## config.mk

```make
export PLATFORM = sky130hd
export DESIGN_NAME = spi_bus_arbiter
export DESIGN_NICKNAME = d
export VERILOG_FILES = /design/src/rtl/spi_bus_arbiter.sv
export SDC_FILE = /design/constraint.sdc
export NUM_CORES = 1
export LEC_CHECK = 0
export CORE_UTILIZATION = 51
export DETAILED_ROUTE_END_ITERATION = 16
export MAX_ROUTING_LAYER = met4
export PLACE_DENSITY = 0.78
export SLEW_MARGIN = 10
export SYNTH_ARGS = -nofsm -noshare
export SYNTH_HDL_FRONTEND = slang
export SYNTH_SLANG_ARGS = --single-unit
```

## constraint.sdc

```tcl
create_clock -name clk_in -period 3.9 [get_ports clk_in]
set_input_delay 0.585 -clock clk_in [delete_from_list [all_inputs] [get_ports clk_in]]
set_output_delay 0.585 -clock clk_in [all_outputs]
set_load 0.05 [all_outputs]
```

## src/rtl/spi_bus_arbiter.sv

```systemverilog
// -----------------------------------------------------------------------------
// spi_bus_arbiter
//
// This block lets N_REQ requester FSMs share one SPI engine. Requester 0 is the
// temp sensor, 1 is the adc and 2 is the eink sequencer.
//
// Requests are served in round-robin order. The owner keeps its grant for the
// whole transfer. The engine gets a one-cycle start strobe. The owner gets a
// one-cycle done pulse when the transfer ends. The engine's active-low cs is
// routed to the owner's cs line only.
//
// Ports:
//   clk_in       system clock (all logic on the rising edge)
//   rst_n        asynchronous active-low reset
//   req          level request per requester, held until its done pulse
//   grant        one-hot (or zero) owner grant, high for the whole transfer
//   done         one-cycle end-of-transfer pulse to the owner
//   sel          index of the current owner, held between transfers
//   spi_start    one-cycle start strobe to the engine
//   spi_done_in  engine trans_done (sck domain, synchronized here)
//   spi_cs_in    engine cs, active-low
//   cs_out       per-device active-low cs
//   busy         high whenever the FSM is not idle
//   timeout_err  one-cycle pulse when a transfer is force-released
//
// Optional feature: define SPI_BUS_ARBITER_TIMEOUT_EN to force a release after
// TIMEOUT_CYCLES cycles in WAIT. When the macro is undefined, WAIT never
// times out and timeout_err is tied low.
// -----------------------------------------------------------------------------
module spi_bus_arbiter #(
    parameter int unsigned N_REQ          = 3,
    parameter logic [23:0] TIMEOUT_CYCLES = 24'd1000000,
    parameter int unsigned SYNC_STAGES    = 2,
    localparam int unsigned SEL_W         = (N_REQ > 1) ? $clog2(N_REQ) : 1
) (
    input  logic             clk_in,
    input  logic             rst_n,
    input  logic [N_REQ-1:0] req,
    output logic [N_REQ-1:0] grant,
    output logic [N_REQ-1:0] done,
    output logic [SEL_W-1:0] sel,
    output logic             spi_start,
    input  logic             spi_done_in,
    input  logic             spi_cs_in,
    output logic [N_REQ-1:0] cs_out,
    output logic             busy,
    output logic             timeout_err
);

    typedef enum logic [2:0] {StIdle, StGrant, StStart, StWait, StRelease} state_e;

    state_e                 state_q, state_d;
    logic [N_REQ-1:0]       grant_q, grant_d;
    logic [SEL_W-1:0]       sel_q, sel_d;
    logic [SEL_W-1:0]       ptr_q, ptr_d;
    logic                   start_q;
    logic [SYNC_STAGES-1:0] sync_q;
    logic                   done_sync;
    logic                   done_prev_q;
    logic                   done_edge_q;
    logic                   pick_valid;
    logic [SEL_W-1:0]       pick_idx;
    logic [SEL_W-1:0]       scan_idx;
    logic                   timeout_hit;

    assign done_sync = sync_q[SYNC_STAGES-1];

    // Scan from the requester after the last owner, wrapping around.
    always_comb begin
        pick_valid = 1'b0;
        pick_idx   = '0;
        scan_idx   = '0;
        for (int k = 1; k <= int'(N_REQ); k++) begin
            scan_idx = SEL_W'((int'(ptr_q) + k) % int'(N_REQ));
            if (!pick_valid && req[scan_idx]) begin
                pick_valid = 1'b1;
                pick_idx   = scan_idx;
            end
        end
    end

    always_comb begin
        state_d = state_q;
        grant_d = grant_q;
        sel_d   = sel_q;
        ptr_d   = ptr_q;
        case (state_q)
            StIdle: begin
                if (pick_valid) begin
                    for (int i = 0; i < int'(N_REQ); i++) begin
                        grant_d[i] = (pick_idx == SEL_W'(i));
                    end
                    sel_d   = pick_idx;
                    state_d = StGrant;
                end
            end
            StGrant:   state_d = StStart;
            StStart:   state_d = StWait;
            StWait: begin
                if (done_edge_q || timeout_hit) begin
                    state_d = StRelease;
                end
            end
            StRelease: begin
                grant_d = '0;
                ptr_d   = sel_q;
                state_d = StIdle;
            end
            default:   state_d = StIdle;
        endcase
    end

    always_ff @(posedge clk_in or negedge rst_n) begin
        if (!rst_n) begin
            state_q     <= StIdle;
            grant_q     <= '0;
            sel_q       <= '0;
            ptr_q       <= SEL_W'(N_REQ - 1);
            start_q     <= 1'b0;
            sync_q      <= '0;
            done_prev_q <= 1'b0;
            done_edge_q <= 1'b0;
        end else begin
            state_q     <= state_d;
            grant_q     <= grant_d;
            sel_q       <= sel_d;
            ptr_q       <= ptr_d;
            // The strobe is registered, so the engine sees a clean pulse. It is
            // high during the first WAIT cycle.
            start_q     <= (state_q == StStart);
            sync_q      <= {sync_q[SYNC_STAGES-2:0], spi_done_in};
            done_prev_q <= done_sync;
            // Only a rising edge seen while waiting counts. A level left high by
            // an earlier transfer, or a stale edge after reset, is ignored.
            done_edge_q <= (state_q == StWait) && done_sync && !done_prev_q;
        end
    end

`ifdef SPI_BUS_ARBITER_TIMEOUT_EN
    logic [23:0] wait_cnt_q;
    logic        timeout_q;

    assign timeout_hit = (state_q == StWait) && !done_edge_q &&
                         (wait_cnt_q == TIMEOUT_CYCLES - 24'd1);

    // The counter is zero on the first WAIT cycle, because every state
    // before WAIT holds it cleared.
    always_ff @(posedge clk_in or negedge rst_n) begin
        if (!rst_n) begin
            wait_cnt_q <= '0;
            timeout_q  <= 1'b0;
        end else begin
            wait_cnt_q <= (state_q == StWait) ? wait_cnt_q + 24'd1 : '0;
            timeout_q  <= timeout_hit;
        end
    end

    assign timeout_err = timeout_q;
`else
    assign timeout_hit = 1'b0;
    assign timeout_err = 1'b0;
`endif

    assign grant     = grant_q;
    assign sel       = sel_q;
    assign spi_start = start_q;
    assign busy      = (state_q != StIdle);
    // grant_q still holds the owner in RELEASE, so it equals done[sel].
    assign done      = (state_q == StRelease) ? grant_q : '0;

    // grant_q is registered and cleared asynchronously, so non-owners never glitch.
    always_comb begin
        cs_out = '1;
        for (int i = 0; i < int'(N_REQ); i++) begin
            cs_out[i] = grant_q[i] ? spi_cs_in : 1'b1;
        end
    end

endmodule

```

# [Word level (Yosys, flattened, before mapping)]
# Cells that the tools add are included.
[word_totals] regBits=15 latchBits=0 mem_bits_rw=0 rom_bits=0 input_bits=7 out_inout_bits=14 elab_cells=60 n_memories=0
[classes] n_addsub=3 multipliers=0 div=3 n_lt_le_gt_ge=3 n_eq_ne=8 n_shift=0 mux=21 n_bitwise=0 n_reduce_logical=14
[op_table] op="remainder unit 32 x 3 -> 32 bit (second input constant)" n=3
[op_table] op="two-way mux 3 bit" n=4
[op_table] op="one-hot mux 3 bit (4 select lines)" n=1
[op_table] op="< comparator 2 x 3 -> 1 bit (second input constant)" n=3
[op_table] op="two-way mux 1 bit" n=9
[op_table] op="adder 2 x 2 -> 3 bit (second input constant)" n=2
[op_table] op="binary-select mux 1 bit (select 2 bit)" n=3
[op_table] op="equality test 3 x 2 -> 1 bit (second input constant)" n=2
[op_table] op="two-way mux 2 bit" n=3
[op_table] op="one-hot mux 3 bit (2 select lines)" n=1
[op_table] op="AND reduction 2 bit" n=3
[op_table] op="logical AND 1 bit" n=4
[op_table] op="!= test 2 bit (second input constant)" n=2
[op_table] op="adder 2 x 1 -> 3 bit (second input constant)" n=1
[op_table] op="equality test 3 x 1 -> 1 bit (second input constant)" n=1
[op_table] op="equality test 3 bit (second input constant)" n=1
[op_table] op="logical NOT 1 bit" n=3
[op_table] op="logical NOT 3 bit" n=1
[op_table] op="nonzero test 3 bit" n=1
[op_table] op="equality test 2 x 1 -> 1 bit (second input constant)" n=1
[op_table] op="equality test 2 bit (second input constant)" n=1
[op_table] op="logical NOT 2 bit" n=1
[op_table] op="nonzero test 2 bit" n=1

# [Logic depth before layout (Yosys ltp)]
[depth] ltp_word=14 ltp_mapped=8 depth_no_buf=7

# [Worst setup path before layout]
# Ideal clock, no wire load.
[synth_timing] kind="reg2reg" from="register ptr_q[1]" to="register grant_q[2], in the netlist grant[2]" t_arrival_ns=1.762 path_slack_ns=2.019 path_stages_with_launch=8 n_path_buf=0 synth_period_minus_slack_ns=1.881 path_cell_list="dfstp_2 > inv_1 > ha_1 > a22o_1 > a211o_1 > a22oi_4 > nor2_2 > a31o_1"
[synth_between] elab_chain_len=14 word_cells_on_any_way=27 cone_classes="3 x add/sub; 3 x div; 2 x eq/ne; 14 x mux; 5 x reduce/logical"
[synth_rtl] item="from (decl)" line="55" text="logic [SEL_W-1:0] ptr_q, ptr_d;"
[synth_rtl] item="from (signal assigned)" line="118" text="ptr_q <= SEL_W'(N_REQ - 1);"
[synth_rtl] item="from (signal assigned)" line="127" text="ptr_q <= ptr_d;"
[synth_rtl] item="adder 2 x 1 -> 3 bit" line="74" text="scan_idx = SEL_W'((int'(ptr_q) + k) % int'(N_REQ));"
[synth_rtl] item="remainder unit 32 x 3 -> 32 bit" line="74"
[synth_rtl] item="binary-select mux 1 bit (select 2 bit)" line="75" text="if (!pick_valid && req[scan_idx]) begin"
[synth_rtl] item="two-way mux 1 bit (not written as such)" line="75"
[synth_rtl] item="two-way mux 1 bit" line="75"
[synth_rtl] item="logical NOT 1 bit" line="75"
[synth_rtl] item="logical AND 1 bit" line="75"
[synth_rtl] item="two-way mux 1 bit" line="75"
[synth_rtl] item="logical NOT 1 bit" line="75"
[synth_rtl] item="logical AND 1 bit" line="75"
[synth_rtl] item="two-way mux 2 bit" line="75"
[synth_rtl] item="equality test 2 bit" line="91" text="grant_d[i] = (pick_idx == SEL_W'(i));"
[synth_rtl] item="two-way mux 3 bit" line="89" text="if (pick_valid) begin"
[synth_rtl] item="one-hot mux 3 bit (2 select lines)" line="87" text="case (state_q)"
[synth_rtl] item="to (signal assigned)" line="125" text="grant_q <= grant_d;"
[synth_rtl] item="to (decl)" line="53" text="logic [N_REQ-1:0] grant_q, grant_d;"
# Parallel ways exist; a longest one is shown, timed or not. The select of a mux whose other input is x is not followed.
# A chain may end at the register's enable or synchronous reset.

# [Final worst setup path]
[layout_timing] from="register state_q[0]" to="output done[2]"
[layout_between] elab_chain_len=2
[layout_rtl] item="from (decl)" line="52" text="state_e state_q, state_d;"
[layout_rtl] item="from (signal assigned)" line="115" text="state_q <= StIdle;"
[layout_rtl] item="from (signal assigned)" line="124" text="state_q <= state_d;"
[layout_rtl] item="equality test 3 bit" line="169" text="assign done = (state_q == StRelease) ? grant_q : '0;"
[layout_rtl] item="two-way mux 3 bit" line="169"
[layout_rtl] item="to (decl)" line="40" text="output logic [N_REQ-1:0] done,"
# No other way between the ends.

==> impl_results.md <==
- Hold Crit Class: reg2reg
- Mapped cell area: 843 sq um
- Post-layout nets: 113
- DR iter-0 viols: 13
- Pwr dens: about 700 nW/um^2
- Clock Path Buffers: 2
- Worst-Margin Slew: around 0.67 ns
- Post-CTS Setup Bufs: 0
- Area delta synth->final: 25.8%
- Starting density of the core: approximately 55%
- Post-CTS sizing: 0
- # diodes: 0
- Worst r2r src: ptr_q[1]
- Setup-failing EPs final: 0
- Design Area, Final: around 1100 sq um
- Register area: between 300 and 400 sq um
- Outcome: finished clean
- Relative slew margins: 55.0%
- Routed wire per std cell: 14.3 um
- Die W: between 40 and 50 um
- Mapped Cells: around 80
- Setup TNS: 0 ns
- Number of fill cells: between 100 and 150
- Mean Syn Cell Area: 10.4 sq um
- CP arrival: 2.06 ns
- Most frequent cells in the layout: 19 x clkdlybuf4s50_1, 14 x dfrtp_1, 8 x nand2b_1
- Lkg Pwr: 0.000465 uW
- Fin crit period: 2.65 ns
- Final WL: 1.69 mm
- CTS Root Cell: clkbuf_4
- Worst-path clk slew: about 0.08 ns
- Final period utilization: between 60% and 70%
- PortBufs: 19
- Initial antenna violation count: 0
- Synth Register Bits: 15
- # DRC: 0
- Worst setup EP type: output pin
- Synth Warn #: 0
- Unique masters post-synth: 37
- Vias: between 600 and 700
- Register area share after synthesis: roughly 45%
- CTS Buf Count: 3
- # clock sinks: 15
- Vias per std cell: ~5.6
- CTS tree: yes
- Initial DRT Pass Iterations: 4
- Crit Path Class: reg2out
- Post-Syn Nets: 91
- Req. time, crit path: 3.31 ns
- Dpl hpwl: 1.26 mm
- Post-Route Skew: between 0.005 and 0.006 ns
- Worst hold start: sync_q[0]
- Worst hold stages: 0
- Total GRT Usage: between 20 and 25%
- Largest net degree at the start of global routing: 16
- Vias in the first global route: around 650
- Io pins: 21
- Max cap viols: 0
- Global route overflow: 0
- Num rows: 14
- Final slew viol count: 0
- First-pass GRT wire length: between 2 and 3 mm
- Peak fanout along the critical path: 7
- ANT nets after route: 0
- Core area: about 1500 sq um
- Layout cell share with drive strength beyond 1: a little under an eighth
- Achievable Freq: between 0.3 and 0.4 GHz
- Routability cong.: 0.796
- Die area: approximately 1800 sq um
- Clk Latency, worst-skew pair: 0.29 ns
- Hold buffers post-CTS: 0
- Hold Vio Cnt, Final: 0
- R2R depth: 7
- Area of the multi-input gates: 425 sq um
- H-tree depth: 1
- Cell Area, Placed: between 1000 and 1500 sq um
- CP Launch Type: register
- Worst VDD drop: 0.000496 V
- Crit path from: state_q[0]
- Die height: approximately 43 um
- Commonest non-fill, non-tap cell in the layout: clkdlybuf4s50_1
- RSZ-0062 raised after global routing: no
## worst max-delay path: stages, from the launching register on
cell             delay, ns
dfrtp_1               0.48
nor2_1                0.29
and3_1                0.21
clkdlybuf4s50_1       0.80
## metrics by stage
step	utilization, %	setup WS [ns]	power (uW)	hold WS [ns]	instances
6_report	69.6	1.25	760	0.353	118
5_1_grt	69.6	1.15	807	0.369	118
4_1_cts	69.6	1.24	764	0.358	118
3_5_place_dp	67.9	1.34	674	0.340	114
3_3_place_gp	67.9	1.37	665	0.335	114
2_1_floorplan	-	2.02	556	0.289	81
## cell families after synthesis
group | count (synthesis) | share of synthesized area (%)
AO/OA/AOI/OAI | 20 | 19.9
adder cells (fa/ha/maj) | 3 | 4.45
buffers and inverters | 8 | 4.90
flip-flops | 15 | 44.7
multiplexers | 3 | 3.86
other | 1 | 0.445
AND/OR/NAND/NOR | 31 | 21.8
## flip-flops by register name, indices dropped and copies added, names as in the netlist
| signal | count |
|---|---|
| grant | 3 |
| ptr_q | 2 |
| spi_start | 1 |
| state_q | 3 |
| sync_q | 2 |
| done_edge_q | 1 |
| sel | 2 |
| done_prev_q | 1 |
## synthesized netlist by cell type
| library cell | number | area, sq um |
|---|---|---|
| a211oi_1 | 1 | 7.51 |
| buf_4 | 1 | 7.51 |
| inv_1 | 6 | 22.5 |
| mux2_2 | 2 | 22.5 |
| a21oi_1 | 3 | 15.0 |
| nand3_1 | 1 | 5.00 |
| nor2b_1 | 2 | 12.5 |
| o31ai_1 | 1 | 7.51 |
| nor3_1 | 2 | 10.0 |
| conb_1 | 1 | 3.75 |
| a31o_1 | 2 | 17.5 |
| a21boi_0 | 1 | 7.51 |
| a211o_1 | 1 | 8.76 |
| a22o_1 | 1 | 8.76 |
| and3_1 | 5 | 31.3 |
| ha_1 | 3 | 37.5 |
| nor2_1 | 4 | 15.0 |
| nand3b_1 | 1 | 7.51 |
| nand2_1 | 4 | 15.0 |
| nor3b_1 | 1 | 7.51 |
| o311ai_1 | 1 | 8.76 |
| o21ai_0 | 1 | 5.00 |
| a21o_1 | 1 | 7.51 |
| nor2_2 | 1 | 6.26 |
| a21o_2 | 1 | 8.76 |
| a31oi_2 | 1 | 12.5 |
| dfrtp_1 | 14 | 350 |
| o21ai_1 | 2 | 10.0 |
| a2bb2oi_1 | 1 | 8.76 |
| mux2i_1 | 1 | 10.0 |
| nand2b_1 | 8 | 50.1 |
| dfstp_2 | 1 | 26.3 |
| and2b_1 | 1 | 7.51 |
| nor3_4 | 1 | 16.3 |
| buf_6 | 1 | 11.3 |
| a22oi_4 | 1 | 21.3 |
| a211oi_2 | 1 | 12.5 |
## power by group
part / internal [uW] / switching (uW)
Combinational: 158 / 254
Clock: 39.8 / 46.9
Sequential: 205 / 56.4
## worst paths after layout
check / slack (ns) / end
worst max-delay path: 1.25 / done[2]
worst min-delay path: 0.35 / sync_q[1]
worst max register to register: 1.86 / grant[2]
worst min register to register: 0.35 / sync_q[1]
max in group asynchronous: 2.77 / sel[1]
min in group asynchronous: 0.70 / state_q[2]
## layout make-up
class                   count  area share [%]
repair buffers             19            17.9
flip-flops and latches     15            35.5
multi-input cells          58            40.1
well taps                  16            1.89
clock buffers               4            2.48
inverters                   6            2.12
## routing by layer
| layer | vias to the layer above | GRT usage (%) | share of wire (%) |
|---|---|---|---|
| met1 | 312 | 26.5 | 45 |
| met4 | 0 | 5.63 | 0.65 |
| li1 | 326 | - | - |
| met2 | 17 | 36.1 | 50 |
| met3 | 2 | 7.66 | 4.9 |
| met5 | - | - | 0 |
No activity file was read; power rests on OpenSTA's default activity.
